<file path="config.mk">
export PLATFORM = sky130hd
export DESIGN_NAME = mmio_uart_tx
export DESIGN_NICKNAME = d
export VERILOG_FILES = /design/src/rtl/mmio_uart_tx_pkg.sv /design/src/rtl/mmio_uart_tx_fifo.sv /design/src/rtl/mmio_uart_tx.sv
export SDC_FILE = /design/constraint.sdc
export NUM_CORES = 1
export LEC_CHECK = 0
export ABC_AREA = 0
export BUFFER_PORTS_ARGS = -buffer_cell sky130_fd_sc_hd__buf_2
export CORE_ASPECT_RATIO = 1.75
export CORE_MARGIN = 2
export CORE_UTILIZATION = 40
export CTS_BUF_LIST = sky130_fd_sc_hd__clkbuf_8 sky130_fd_sc_hd__clkbuf_16
export CTS_CLUSTER_SIZE = 40
export DETAILED_ROUTE_END_ITERATION = 7
export HOLD_SLACK_MARGIN = 0.15
export MAX_ROUTING_LAYER = met4
export PLACE_DENSITY = 0.69
export SETUP_SLACK_MARGIN = 0.4
export SYNTH_ARGS = -nofsm -noshare
export SYNTH_HDL_FRONTEND = slang
export SYNTH_SLANG_ARGS = --single-unit
</file>
<file path="constraint.sdc">
create_clock -name clk -period 3.1 [get_ports clk]
set_clock_uncertainty 0.05 [all_clocks]
set_input_delay 0.465 -clock clk [delete_from_list [all_inputs] [get_ports clk]]
set_output_delay 0.465 -clock clk [all_outputs]
set_load 0.02 [all_outputs]
</file>
<file path="src/rtl/mmio_uart_tx_pkg.sv">
`default_nettype none
// ============================================================================
// mmio_uart_tx_pkg : register map, STATUS bit layout and TX FSM encoding
// Rev 1.0
// ============================================================================
package mmio_uart_tx_pkg;

  localparam logic [1:0] REG_TXDATA   = 2'd0;
  localparam logic [1:0] REG_STATUS   = 2'd1;
  localparam logic [1:0] REG_BAUD_DIV = 2'd2;

  localparam int STAT_FULL   = 0;
  localparam int STAT_EMPTY  = 1;
  localparam int STAT_BUSY   = 2;
  localparam int STAT_OVF    = 3;
  localparam int STAT_CNT_LO = 4;
  localparam int STAT_CNT_HI = 7;

  typedef enum logic [1:0] {
    ST_IDLE  = 2'd0,
    ST_START = 2'd1,
    ST_DATA  = 2'd2,
    ST_STOP  = 2'd3
  } tx_state_e;

endpackage
`default_nettype wire

</file>
<file path="src/rtl/mmio_uart_tx_fifo.sv">
`default_nettype none
// ============================================================================
// uart_tx_fifo : synchronous byte FIFO, push accepted when not full or popping
// Rev 1.0
// ============================================================================
module uart_tx_fifo #(
  parameter int DEPTH = 8,
  parameter int AW    = $clog2(DEPTH)
) (
  input  logic        clk,
  input  logic        rst,
  input  logic        push,
  input  logic        pop,
  input  logic [7:0]  din,
  output logic [7:0]  dout,
  output logic        full,
  output logic        empty,
  output logic [AW:0] count
);

  localparam logic [AW:0]   FULL_COUNT = (AW+1)'(DEPTH);
  localparam logic [AW:0]   CNT_ONE    = (AW+1)'(1);
  localparam logic [AW-1:0] PTR_ONE    = AW'(1);

  logic [7:0]    mem [DEPTH];
  logic [AW-1:0] wr_ptr;
  logic [AW-1:0] rd_ptr;
  logic          do_push;
  logic          do_pop;

  // A full FIFO still takes a push when the head leaves in the same cycle.
  always_comb begin
    do_pop  = pop && !empty;
    do_push = push && (!full || do_pop);
  end

  always_ff @(posedge clk) begin
    if (rst) begin
      wr_ptr <= '0;
      rd_ptr <= '0;
      count  <= '0;
    end else begin
      if (do_push) wr_ptr <= wr_ptr + PTR_ONE;
      if (do_pop)  rd_ptr <= rd_ptr + PTR_ONE;
      case ({do_push, do_pop})
        2'b10:   count <= count + CNT_ONE;
        2'b01:   count <= count - CNT_ONE;
        default: ;
      endcase
    end
  end

  always_ff @(posedge clk) begin
    if (do_push) mem[wr_ptr] <= din;
  end

  assign dout  = mem[rd_ptr];
  assign full  = (count == FULL_COUNT);
  assign empty = (count == '0);

endmodule
`default_nettype wire

</file>
<file path="src/rtl/mmio_uart_tx.sv">
`default_nettype none
// ============================================================================
// mmio_uart_tx : memory-mapped 8N1 UART transmitter with TX FIFO
// Rev 1.0
// ============================================================================
module mmio_uart_tx #(
  parameter logic [31:0] BASE_ADDR   = 32'h1000_0000,
  parameter int          FIFO_DEPTH  = 8,
  parameter logic [15:0] DEFAULT_DIV = 16'd868
) (
  input  logic        clk,
  input  logic        rst,
  input  logic        ce,
  input  logic        we,
  input  logic        memRr,
  input  logic [31:0] addr,
  input  logic [31:0] wtData,
  input  logic [3:0]  w_mask,
  input  logic [3:0]  r_mask,
  output logic [31:0] rdData,
  output logic        txd,
  output logic        busy
);
  import mmio_uart_tx_pkg::*;

  localparam int CW = $clog2(FIFO_DEPTH) + 1;

  logic          hit;
  logic [1:0]    reg_off;
  logic          wr_txdata;
  logic          wr_status;
  logic          wr_div;
  logic [15:0]   div;
  logic [15:0]   div_merged;
  logic          overflow;

  logic          fifo_push;
  logic          fifo_pop;
  logic          fifo_full;
  logic          fifo_empty;
  logic [7:0]    fifo_dout;
  logic [CW-1:0] fifo_count;
  logic [3:0]    count4;

  tx_state_e     state;
  tx_state_e     state_n;
  logic [7:0]    shreg;
  logic [7:0]    shreg_n;
  logic [2:0]    bitcnt;
  logic [2:0]    bitcnt_n;
  logic [15:0]   baud_cnt;
  logic [15:0]   baud_n;
  logic [15:0]   cur_div;
  logic [15:0]   cur_div_n;
  logic          txd_n;
  logic          busy_n;
  logic          bit_end;

  // The full word is always returned, so the read lane mask carries no information.
  logic unused_ok;
  assign unused_ok = ^{r_mask, addr[1:0], wtData[31:16], w_mask[3:2]};

  always_comb begin
    hit        = ce && (addr[31:4] == BASE_ADDR[31:4]);
    reg_off    = addr[3:2];
    wr_txdata  = hit && we && (reg_off == REG_TXDATA);
    wr_status  = hit && we && (reg_off == REG_STATUS);
    wr_div     = hit && we && (reg_off == REG_BAUD_DIV);
    fifo_push  = wr_txdata && w_mask[0];
    div_merged = {w_mask[1] ? wtData[15:8] : div[15:8],
                  w_mask[0] ? wtData[7:0]  : div[7:0]};
    count4     = 4'(fifo_count);
  end

  uart_tx_fifo #(
    .DEPTH (FIFO_DEPTH)
  ) u_fifo (
    .clk   (clk),
    .rst   (rst),
    .push  (fifo_push),
    .pop   (fifo_pop),
    .din   (wtData[7:0]),
    .dout  (fifo_dout),
    .full  (fifo_full),
    .empty (fifo_empty),
    .count (fifo_count)
  );

  always_ff @(posedge clk) begin
    if (rst) begin
      div      <= DEFAULT_DIV;
      overflow <= 1'b0;
    end else begin
      if (wr_div) div <= (div_merged == 16'd0) ? 16'd1 : div_merged;
      if (fifo_push && fifo_full && !fifo_pop) overflow <= 1'b1;
      else if (wr_status && wtData[STAT_OVF])  overflow <= 1'b0;
    end
  end

  // Divisor is sampled once per frame so a mid-frame BAUD_DIV write waits.
  always_comb begin
    state_n   = state;
    shreg_n   = shreg;
    bitcnt_n  = bitcnt;
    baud_n    = baud_cnt;
    cur_div_n = cur_div;
    txd_n     = txd;
    busy_n    = busy;
    fifo_pop  = 1'b0;
    bit_end   = (baud_cnt == cur_div - 16'd1);
    case (state)
      ST_IDLE: begin
        txd_n  = 1'b1;
        busy_n = 1'b0;
        if (!fifo_empty) begin
          fifo_pop  = 1'b1;
          shreg_n   = fifo_dout;
          cur_div_n = div;
          bitcnt_n  = 3'd0;
          baud_n    = 16'd0;
          state_n   = ST_START;
          txd_n     = 1'b0;
          busy_n    = 1'b1;
        end
      end
      ST_START: begin
        if (bit_end) begin
          baud_n  = 16'd0;
          state_n = ST_DATA;
          txd_n   = shreg[0];
        end else begin
          baud_n  = baud_cnt + 16'd1;
        end
      end
      ST_DATA: begin
        if (bit_end) begin
          baud_n   = 16'd0;
          shreg_n  = {1'b0, shreg[7:1]};
          bitcnt_n = bitcnt + 3'd1;
          if (bitcnt == 3'd7) begin
            state_n = ST_STOP;
            txd_n   = 1'b1;
          end else begin
            txd_n   = shreg[1];
          end
        end else begin
          baud_n   = baud_cnt + 16'd1;
        end
      end
      ST_STOP: begin
        if (bit_end) begin
          baud_n  = 16'd0;
          state_n = ST_IDLE;
          txd_n   = 1'b1;
          busy_n  = 1'b0;
        end else begin
          baud_n  = baud_cnt + 16'd1;
        end
      end
      default: state_n = ST_IDLE;
    endcase
  end

  always_ff @(posedge clk) begin
    if (rst) begin
      state    <= ST_IDLE;
      shreg    <= 8'd0;
      bitcnt   <= 3'd0;
      baud_cnt <= 16'd0;
      cur_div  <= DEFAULT_DIV;
      txd      <= 1'b1;
      busy     <= 1'b0;
    end else begin
      state    <= state_n;
      shreg    <= shreg_n;
      bitcnt   <= bitcnt_n;
      baud_cnt <= baud_n;
      cur_div  <= cur_div_n;
      txd      <= txd_n;
      busy     <= busy_n;
    end
  end

  always_comb begin
    rdData = 32'd0;
    if (hit && memRr) begin
      case (reg_off)
        REG_STATUS: begin
          rdData[STAT_CNT_HI:STAT_CNT_LO] = count4;
          rdData[STAT_OVF]                = overflow;
          rdData[STAT_BUSY]               = busy;
          rdData[STAT_EMPTY]              = fifo_empty;
          rdData[STAT_FULL]               = fifo_full;
        end
        REG_BAUD_DIV: rdData[15:0] = div;
        default: ;
      endcase
    end
  end

endmodule
`default_nettype wire

</file>
== Yosys cells after proc, flatten, opt, wreduce, memory -nomap -nowiden ==
Memory sizes are Yosys's and may differ from the RTL's. A register that Yosys moved wholly into a read port is not among the register bits.
Cells that the tools add are included.

* Memory bits (read-only): 0
* Memory bits (writable): 64
* Memories: 1
* Output and inout bits: 34
* Register bits after elaboration: 74
* Bits in latches: 0

* Multiplexer cells: 38
* Order comparisons: 0
* Shift operators: 0
* Reduce and logical (&&, ||, !) cells: 30
* Bitwise logic cells: 1
* Add/sub/neg operators: 7
* Equality and inequality tests: 16
* Div/mod/pow operators: 0
* Multipliers: 0

{| class="wikitable"
|+ Memories
! name !! depth !! width !! read ports !! clocked after memory_dff !! wr ports !! RTL line !! text
|-
| u_fifo.mem || 8 || 8 || 1 || 1 || 1 || mmio_uart_tx_fifo.sv:25 || <nowiki>logic [7:0] mem [DEPTH];</nowiki>
|}

{| class="wikitable"
|+ Operators with widths
! operator !! count
|-
| 2-to-1 mux 16 bit || 4
|-
| 2-to-1 mux 8 bit || 5
|-
| case mux 16 bit (2 select lines) || 1
|-
| case mux 8 bit (2 select lines) || 2
|-
| equality test 28 x 25 -> 1 bit, second input constant || 1
|-
| adder 16 x 1 -> 16 bit, second input constant || 1
|-
| equality test 16 bit || 1
|-
| zero test 16 bit || 1
|-
| subtractor 16 x 1 -> 16 bit, second input constant || 1
|-
| logical AND 1 bit || 12
|-
| 2-to-1 mux 1 bit || 12
|-
| 2-to-1 mux 3 bit || 4
|-
| 2-to-1 mux 2 bit || 5
|-
| inequality test 2 bit, second input constant || 5
|-
| adder 3 x 1 -> 3 bit, second input constant || 3
|-
| equality test 2 bit, second input constant || 4
|-
| case mux 2 bit (4 select lines) || 1
|-
| case mux 4 bit (2 select lines) || 1
|-
| nonzero test 2 bit || 4
|-
| equality test 2 x 1 -> 1 bit, second input constant || 3
|-
| case mux 3 bit (2 select lines) || 1
|-
| AND reduction 3 bit || 2
|-
| AND reduction 5 bit || 1
|-
| adder 4 x 1 -> 4 bit, second input constant || 1
|-
| other kinds (12) || 16
|}

== Logic depth before layout (Yosys ltp) ==
Gate-level depths: netlist of the first run.

* Depth after elaboration: 8
* Gate-level depth with buffers: 12

== Cells and area by module ==
Synthesis of the first run repeated with hierarchy kept, for this count alone.

* Cells, all modules: 684
* Area, all modules: 7131.8 µm²

{| class="wikitable"
|+ By module, submodules not included
! module !! cells an instance !! seq. area each (µm²) !! area an instance (µm²) !! times used
|-
| mmio_uart_tx || 505 || 1281.2 || 3916.3 || 1
|-
| uart_tx_fifo || 179 || 2182.1 || 3215.6 || 1
|}

== Worst setup path after synthesis of the first run ==
Ideal clock, no wire load.

* Kind: input to register
* Start: in addr[31]
* End: mem u_fifo.mem[0][0], enable pin
* Setup time: 0.395 ns
* Path slack: 0.127 ns
* Path buffers: 0
* Cell stages on the path: 6
* Arrival time: 2.529 ns
* Required time: 2.655 ns
* Cells stage by stage: nor4b_1 nand4_1 nor2_1 nand4_1 or2_2 nor4_1

* Cells in the longest elaborated chain, start to end: 8

{| class="wikitable"
|+ RTL lines
! element !! RTL line !! text
|-
| from (decl) || mmio_uart_tx.sv:16 || <nowiki>input logic [31:0] addr,</nowiki>
|-
| equality test 28 x 25 -> 1 bit || mmio_uart_tx.sv:64 || <nowiki>hit = ce && (addr[31:4] == BASE_ADDR[31:4]);</nowiki>
|-
| logical AND 1 bit || mmio_uart_tx.sv:64 ||
|-
| logical AND 1 bit (2 in a row) || mmio_uart_tx.sv:66 || <nowiki>wr_txdata = hit && we && (reg_off == REG_TXDATA);</nowiki>
|-
| logical AND 1 bit || mmio_uart_tx.sv:69 || <nowiki>fifo_push = wr_txdata && w_mask[0];</nowiki>
|-
| logical AND 1 bit || mmio_uart_tx_fifo.sv:34 || <nowiki>do_push = push && (!full || do_pop);</nowiki>
|-
| 2-to-1 mux 1 bit || mmio_uart_tx_fifo.sv:54 || <nowiki>if (do_push) mem[wr_ptr] <= din;</nowiki>
|-
| 2-to-1 mux 1 bit (not written as such) || mmio_uart_tx_fifo.sv:54 ||
|-
| to (decl) || mmio_uart_tx_fifo.sv:25 ||
|}

Every way passes these cells.

== Final worst setup path of the first run ==
* Start: reg cur_div[6]
* End: reg shreg[7]

* Cells in the longest elaborated chain, start to end: 4

{| class="wikitable"
|+ RTL lines
! element !! RTL line !! text
|-
| from (decl) || mmio_uart_tx.sv:53 || <nowiki>logic [15:0] cur_div;</nowiki>
|-
| from (signal assigned) || mmio_uart_tx.sv:178 || <nowiki>cur_div <= cur_div_n;</nowiki>
|-
| subtractor 16 x 1 -> 16 bit || mmio_uart_tx.sv:110 || <nowiki>bit_end = (baud_cnt == cur_div - 16'd1);</nowiki>
|-
| equality test 16 bit || mmio_uart_tx.sv:110 ||
|-
| inequality test 2 bit (no source line) || n/a ||
|-
| AND reduction 3 bit (no source line) || n/a ||
|-
| to (signal assigned) || mmio_uart_tx.sv:175 || <nowiki>shreg <= shreg_n;</nowiki>
|-
| to (decl) || mmio_uart_tx.sv:47 || <nowiki>logic [7:0] shreg;</nowiki>
|}

Every way passes these cells.
A chain may end at the register's enable or synchronous reset.

==> reports/qor.yml, run 1 <==
synth:
  synth-simple-area-share_pct: 17.9
  yosys.area.top_type: "edfxtp_1"
  synth_mux_area_share_pct: 7.78
  synth_seq_cells: 141
  yosys-top-cells-count: "dfxtp_1, nor2_1, nand2_1"
  async_flop_share_pct: 0
  avgSynthCellArea_um2: 10.5
  synth_top_family_by_area: "simple AND/OR/NAND/NOR gates"
  synth_compound_area_share_pct: 10.3
  seq_area_frac_synth_pct: 50.8
  synth_cell_types: 62
  synth_xor_area_share_pct: 5.14
  synth_cells: 652
  synth_area_leaders: "edfxtp_1, dfxtp_1, mux4_2"
  syn_area_um2: 6820
  yosysWarnings: 0
  synth_ff_type: "dfxtp_1"
  synth_top_area_share_pct: 28.2
  yosys.cell_count.top_type: "dfxtp_1"
  synth_edf_count: 64
  synth_adder_area_share_pct: 3.23
grt:
  grt_overflow: 0
  antenna_found_initial: 0
  grt_start_max_net_pins: 53
  grt_usage_pct: 18.7
  grt_pass1_wl_mm: 25.5
  grt_pass1_vias: 5104
floorplanning:
  die_y_um: 177
  core-area_um2: 16800
  rows: 63
  ios: 111
  die_area_um2: 18100
  start_util_pct: 40.6
  fp.dieW_um: 103
clocking:
  cts.sinks: 141
  cts_hold_buf: 0
  cts_buffer_depth: 2
  clk-insertion-delay-late_ns: 0.42
  cts-root-buf: "clkbuf_16"
  cts-buffers-inserted: 17
  htreeDepth: 4
  cts_tree: "done"
  path_clk_slew_ns: 0.07
run:
  maxCapViolations: 0
sta:
  fin_tns_setup_ns: 0
  finalCritPeriodShare_pct: 86.5
  timing.fmax_mhz: 373
  rsz0062_at_grt: "yes"
  hold_viol: 0
  timing.hold.ws_ns: 0.250
  finalCriticalPeriod_ns: 2.68
  tightest_slew_ns: 0.805
  setup_viol: 0
  maxSlewViolCount: 0
  relSlewSlack_pct: 46.3
power_and_ir_drop:
  seq_power_share_pct: 38.5
  switching_power_uw: 1950
  peakVddDrop_uv: 378
  swShare_pct: 34.0
  leakagePower_uw: 0.00309
  comb_power_share_pct: 26.4
  clkPwrFrac_pct: 35.1
  internal_power_uw: 3790
  power_density_nw_per_um2: 688
route:
  route.detailed.drc: 0
  dr.pass1.iters: 5
  drt-total-wl_mm: 16.2
  viasPerCell: 5.23
  wl_per_cell_um: 16.4
  antenna_left: 0
  first_iter_violations: 245
  via_count: 5150
final_layout:
  area_growth_syn_to_layout_pct: 22.3
  fillers: 1546
  layout-drive-gt1-share_pct: 26.9
  multi_input_area_um2: 3250
  final_nets: 839
  antenna_cells: 0
  fin_util_pct: 49.7
  regArea_um2: 3480
setup_path:
  path_class: "flop to flop"
  ff2ff_path_depth: 8
  crit_path_end_kind: "flop"
  worst_ep_arrival_time_ns: 2.99
  reg2reg_setup_slack_ns: 0.42
  crit_path_max_fanout: 5
  critPathLaunchType: "flop"
  r2r-start: "cur_div[6]$_SDFFE_PP1P_"
  required_ns: 3.41
  reg2reg_to: "shreg[7]$_SDFFE_PP0P_"
min_path:
  worstHoldPathCells: 3
  hold_class: "primary input to flop"
  hp-start: "wtData[15]"
  holdPathEnd: "div[15]$_SDFFE_PP0P_"
run_status:
  status: "finished, final reports clean"
placed_design:
  port_buffers: 70
  dp_hpwl_mm: 11.5
  gp_congestion: 0.918
[routing by layer]
| layer | share of wire (%) | global-route usage (%) |
|---|---|---|
| met5 | 0 | - |
| met4 | 4.3 | 9.00 |
| met3 | 2.4 | 3.20 |
| met2 | 57 | 33.6 |
| met1 | 36 | 19.2 |
[power by group through the flow]
stage	sequential (uW)	combinational, uW	clock (uW)
floorplan	2180	1070	0
global placement	2250	1340	0
detailed placement	2250	1370	0
CTS	2210	1410	2050
global route	2230	1690	2110
finish	2210	1520	2010
[logic make-up after synthesis]
kind of cell,Yosys count
compound gates,106
buf+inv,69
xor+xnor,40
mux,33
fa+ha+maj,17
other cells,1
simple gates,245
flops,141
[critical path: stages, from the launching register on]
cell and delay (ns):
dfxtp_4 0.35, nor4_4 0.29, nand4_2 0.13, or4_4 0.45
a2111oi_4 0.30, o2111a_2 0.36, a21oi_2 0.09, or4_4 0.45
a21oi_2 0.14
[worst max-delay path by stage]
stage                                   end  slack (ns)                     from
2_1_floorplan  u_fifo.count[3]$_SDFFE_PP0P_        0.25                 addr[31]
3_3_place_gp   u_fifo.count[3]$_SDFFE_PP0P_        0.19                 addr[31]
3_5_place_dp   u_fifo.count[3]$_SDFFE_PP0P_        0.14                 addr[31]
4_1_cts              bitcnt[0]$_SDFFE_PP0P_        0.40  cur_div[1]$_SDFFE_PP0P_
5_1_grt               shreg[7]$_SDFFE_PP0P_        0.32  cur_div[6]$_SDFFE_PP1P_
6_report              shreg[7]$_SDFFE_PP0P_        0.42  cur_div[6]$_SDFFE_PP1P_
[metrics by stage]
step,instance area (um2),cells,setup WS [ns],power [uW]
3_5_place_dp,7520,944,0.136,3630
5_1_grt,8340,985,0.325,6020
2_1_floorplan,6920,667,0.253,3250
4_1_cts,8210,979,0.404,5680
6_report,8340,985,0.418,5740
3_3_place_gp,7520,944,0.190,3590
[cell usage in the layout, fill, tap and decap left out, types with 4 or more instances in the layout]
cell,count
mux4_2,16
buf_2,70
and2_1,10
nand2b_1,4
inv_8,5
mux2i_1,17
xor2_1,20
conb_1,16
nand3_1,22
a21oi_2,4
buf_4,35
nand4_1,14
o21ai_0,21
a211oi_1,4
a221o_1,5
nor4_2,4
ha_1,15
nor2b_1,6
xnor2_1,20
nor3_1,8
dfxtp_2,6
buf_6,4
clkinv_8,4
nand2_1,68
nor4_1,12
nor2_1,64
clkbuf_16,17
edfxtp_1,64
dfxtp_1,68
and3_1,4
inv_1,17
a21oi_1,30
a22oi_1,11
[area by class of cell]
| type | instances | share of cell area, % |
|---|---|---|
| clock buffer | 17 | 5.10 |
| inverter | 19 | 0.855 |
| clock inverter | 15 | 2.04 |
| multi-input combinational | 457 | 39.0 |
| sequential | 141 | 41.7 |
| tap | 227 | 3.41 |
| timing repair buffer | 109 | 7.89 |
[state kept, by name, indices dropped and copies added, names as in the netlist, named ones only]
name           cells
baud_cnt          16
bitcnt             3
busy               1
cur_div           16
div               16
overflow           1
shreg              8
state              2
txd                1
u_fifo.count       4
u_fifo.mem        64
u_fifo.rd_ptr      3
u_fifo.wr_ptr      3
[repair_timing]
item,4_1_cts,5_1_grt
endpoints found under the setup margin,29,32
setup buffers,3,5
cloned,0,1
resized for setup,18,28
pin swaps,7,5
Note: power is estimated with default switching activity, not from simulation.
==> inputs of run 2 (changes only) <==
--- a/config.mk
+++ b/config.mk
@@ -13,9 +13,11 @@
 export CTS_BUF_LIST = sky130_fd_sc_hd__clkbuf_8 sky130_fd_sc_hd__clkbuf_16
 export CTS_CLUSTER_SIZE = 40
 export DETAILED_ROUTE_END_ITERATION = 7
+export GPL_ROUTABILITY_DRIVEN = 0
 export HOLD_SLACK_MARGIN = 0.15
 export MAX_ROUTING_LAYER = met4
 export PLACE_DENSITY = 0.69
+export REMOVE_ABC_BUFFERS = 1
 export SETUP_SLACK_MARGIN = 0.4
 export SYNTH_ARGS = -nofsm -noshare
 export SYNTH_HDL_FRONTEND = slang
==> reports/qor.yml, run 2 (same netlist as run 1, synthesis figures left out) <==
run_status:
  status: "finished, final reports clean"
final_layout:
  regArea_um2: 3480
  multi_input_area_um2: 3190
  final_nets: 840
  area_growth_syn_to_layout_pct: 21.8
  layout-drive-gt1-share_pct: 25.6
  largest_register: "u_fifo.mem"
  layout_common_cells: "dfxtp_1, buf_2, nand2_1"
  largest_reg_flops: 64
  fillers: 1519
  antenna_cells: 0
setup_path:
  reg2reg_to: "shreg[7]$_SDFFE_PP0P_"
  crit_path_end_kind: "flop"
  crit_path_max_fanout: 4
  reg2reg_setup_slack_ns: 0.22
  required_ns: 3.41
  path_class: "flop to flop"
  ff2ff_path_depth: 8
  cp_slowest_cell: "or4_4"
  worst_ep_arrival_time_ns: 3.19
  path_cells: "nor4_4, nand4_2, or4_4, a2111oi_4, o2111a_2, a21oi_2, or4_4, a21oi_2"
  cp_slowest_stage_delay_ns: 0.52
  critPathLaunchType: "flop"
  r2r-start: "cur_div[7]$_SDFFE_PP0P_"
floorplanning:
  fp.dieW_um: 103
  core-area_um2: 16800
  start_util_pct: 40.6
  ios: 111
  die_y_um: 177
  die_area_um2: 18100
  rows: 63
route:
  dr_wl_met2_mm: 9.38
  via_count: 5238
  dr.pass1.iters: 4
  first_iter_violations: 246
  viasPerCell: 5.31
  wl_met3_um: 289
  drt-total-wl_mm: 16.4
  m1WireLength_mm: 6.12
  antenna_left: 0
  route.detailed.drc: 0
  top_layer: "met4"
  wl_per_cell_um: 16.6
clocking:
  cts-root-buf: "clkbuf_16"
  cts_hold_buf: 0
  cts-buffers-inserted: 17
  path_clk_slew_ns: 0.07
  cts_tree: "done"
  clk-insertion-delay-late_ns: 0.43
  cts.sinks: 141
  htreeDepth: 4
  cts_buffer_depth: 2
sta:
  hold_viol: 0
  setup_viol: 0
  finalCritPeriodShare_pct: 92.7
  relSlewSlack_pct: 45.9
  setup_ws_ns: 0.225
  tightest_slew_ns: 0.812
  finalCriticalPeriod_ns: 2.88
  maxSlewViolCount: 0
  timing.hold.ws_ns: 0.244
  rsz0062_at_grt: "yes"
  timing.fmax_mhz: 348
grt:
  grt_overflow: 0
  grt_pass1_vias: 5402
  grt_start_max_net_pins: 34
  antenna_found_initial: 0
  grt_usage_pct: 19.6
  grt_pass1_wl_mm: 26.6
power_and_ir_drop:
  power_density_nw_per_um2: 698
  leakagePower_uw: 0.00310
  peakVddDrop_uv: 426
run:
  maxCapViolations: 0
min_path:
  worstHoldPathCells: 3
  hp-start: "wtData[15]"
  holdPathEnd: "div[15]$_SDFFE_PP0P_"
  hold_class: "primary input to flop"
placed_design:
  dp_hpwl_mm: 11.5
  port_buffers: 70
  preCtsSetupSlack_ns: 0.0268
[run 2: cell types whose count changed in the layout (fill, tap and decap cells not counted), sizes merged]
cell and delta:
clkinvlp -3, inv +2, buf +1, clkinv +1
[run 2: worst max-delay path by stage]
stage,from,to,depth (start not counted)
floorplan,state[0]$_SDFFE_PP0P_,u_fifo.count[3]$_SDFFE_PP0P_,11
global placement,addr[27],u_fifo.count[3]$_SDFFE_PP0P_,13
detailed placement,addr[27],u_fifo.count[3]$_SDFFE_PP0P_,13
CTS,cur_div[8]$_SDFFE_PP1P_,state[1]$_SDFFE_PP0P_,11
global route,cur_div[7]$_SDFFE_PP0P_,shreg[7]$_SDFFE_PP0P_,8
finish,cur_div[7]$_SDFFE_PP0P_,shreg[7]$_SDFFE_PP0P_,8
[run 2: stage by stage]
step           util [%]  power (uW)  std cells  instance area (um2)  setup TNS [ns]
2_1_floorplan         -        3160        617                 6620          -0.101
3_3_place_gp       44.7        3650        945                 7500               0
3_5_place_dp       44.7        3680        945                 7500               0
4_1_cts            48.8        5780        983                 8200               0
5_1_grt            49.5        6080        986                 8300               0
6_report           49.5        5800        986                 8300               0
[run 2: report_power, final]
part / switching, uW / leakage (uW) / internal [uW]
sequential: 148 / 0.00120 / 2050
clock: 961 / 0.000296 / 1100
combinational: 874 / 0.00160 / 665
[run 2: what timing repair did]
action	in CTS	in global routing
endpoints found under the setup margin	31	35
resized for setup	15	28
setup buffers	6	3
hold endpoints to repair	0	0
pin swaps	10	15
[run 2: layer usage]
metal	vias to the layer above	global-route usage [%]
met3	40	3.28
met1	2580	20.2
met5	-	-
li1	2531	-
met4	0	9.17
met2	87	35.3
[run 2: critical path, delay by kind of cell (launching register included)]
family | cells | cell delay (ns)
AOI/OAI and AO/OA | 4 | 0.93
and+or+nand+nor | 4 | 1.47
DFF | 1 | 0.36
[run 2: cell type report]
| cell class | instances | share of cell area, % |
|---|---|---|
| tap | 227 | 3.42 |
| clock inverter | 15 | 2.12 |
| sequential | 141 | 41.9 |
| clock buffer | 17 | 5.12 |
| inverter | 19 | 0.859 |
| timing repair buffer | 110 | 8.12 |
| multi-input combinational | 457 | 38.4 |
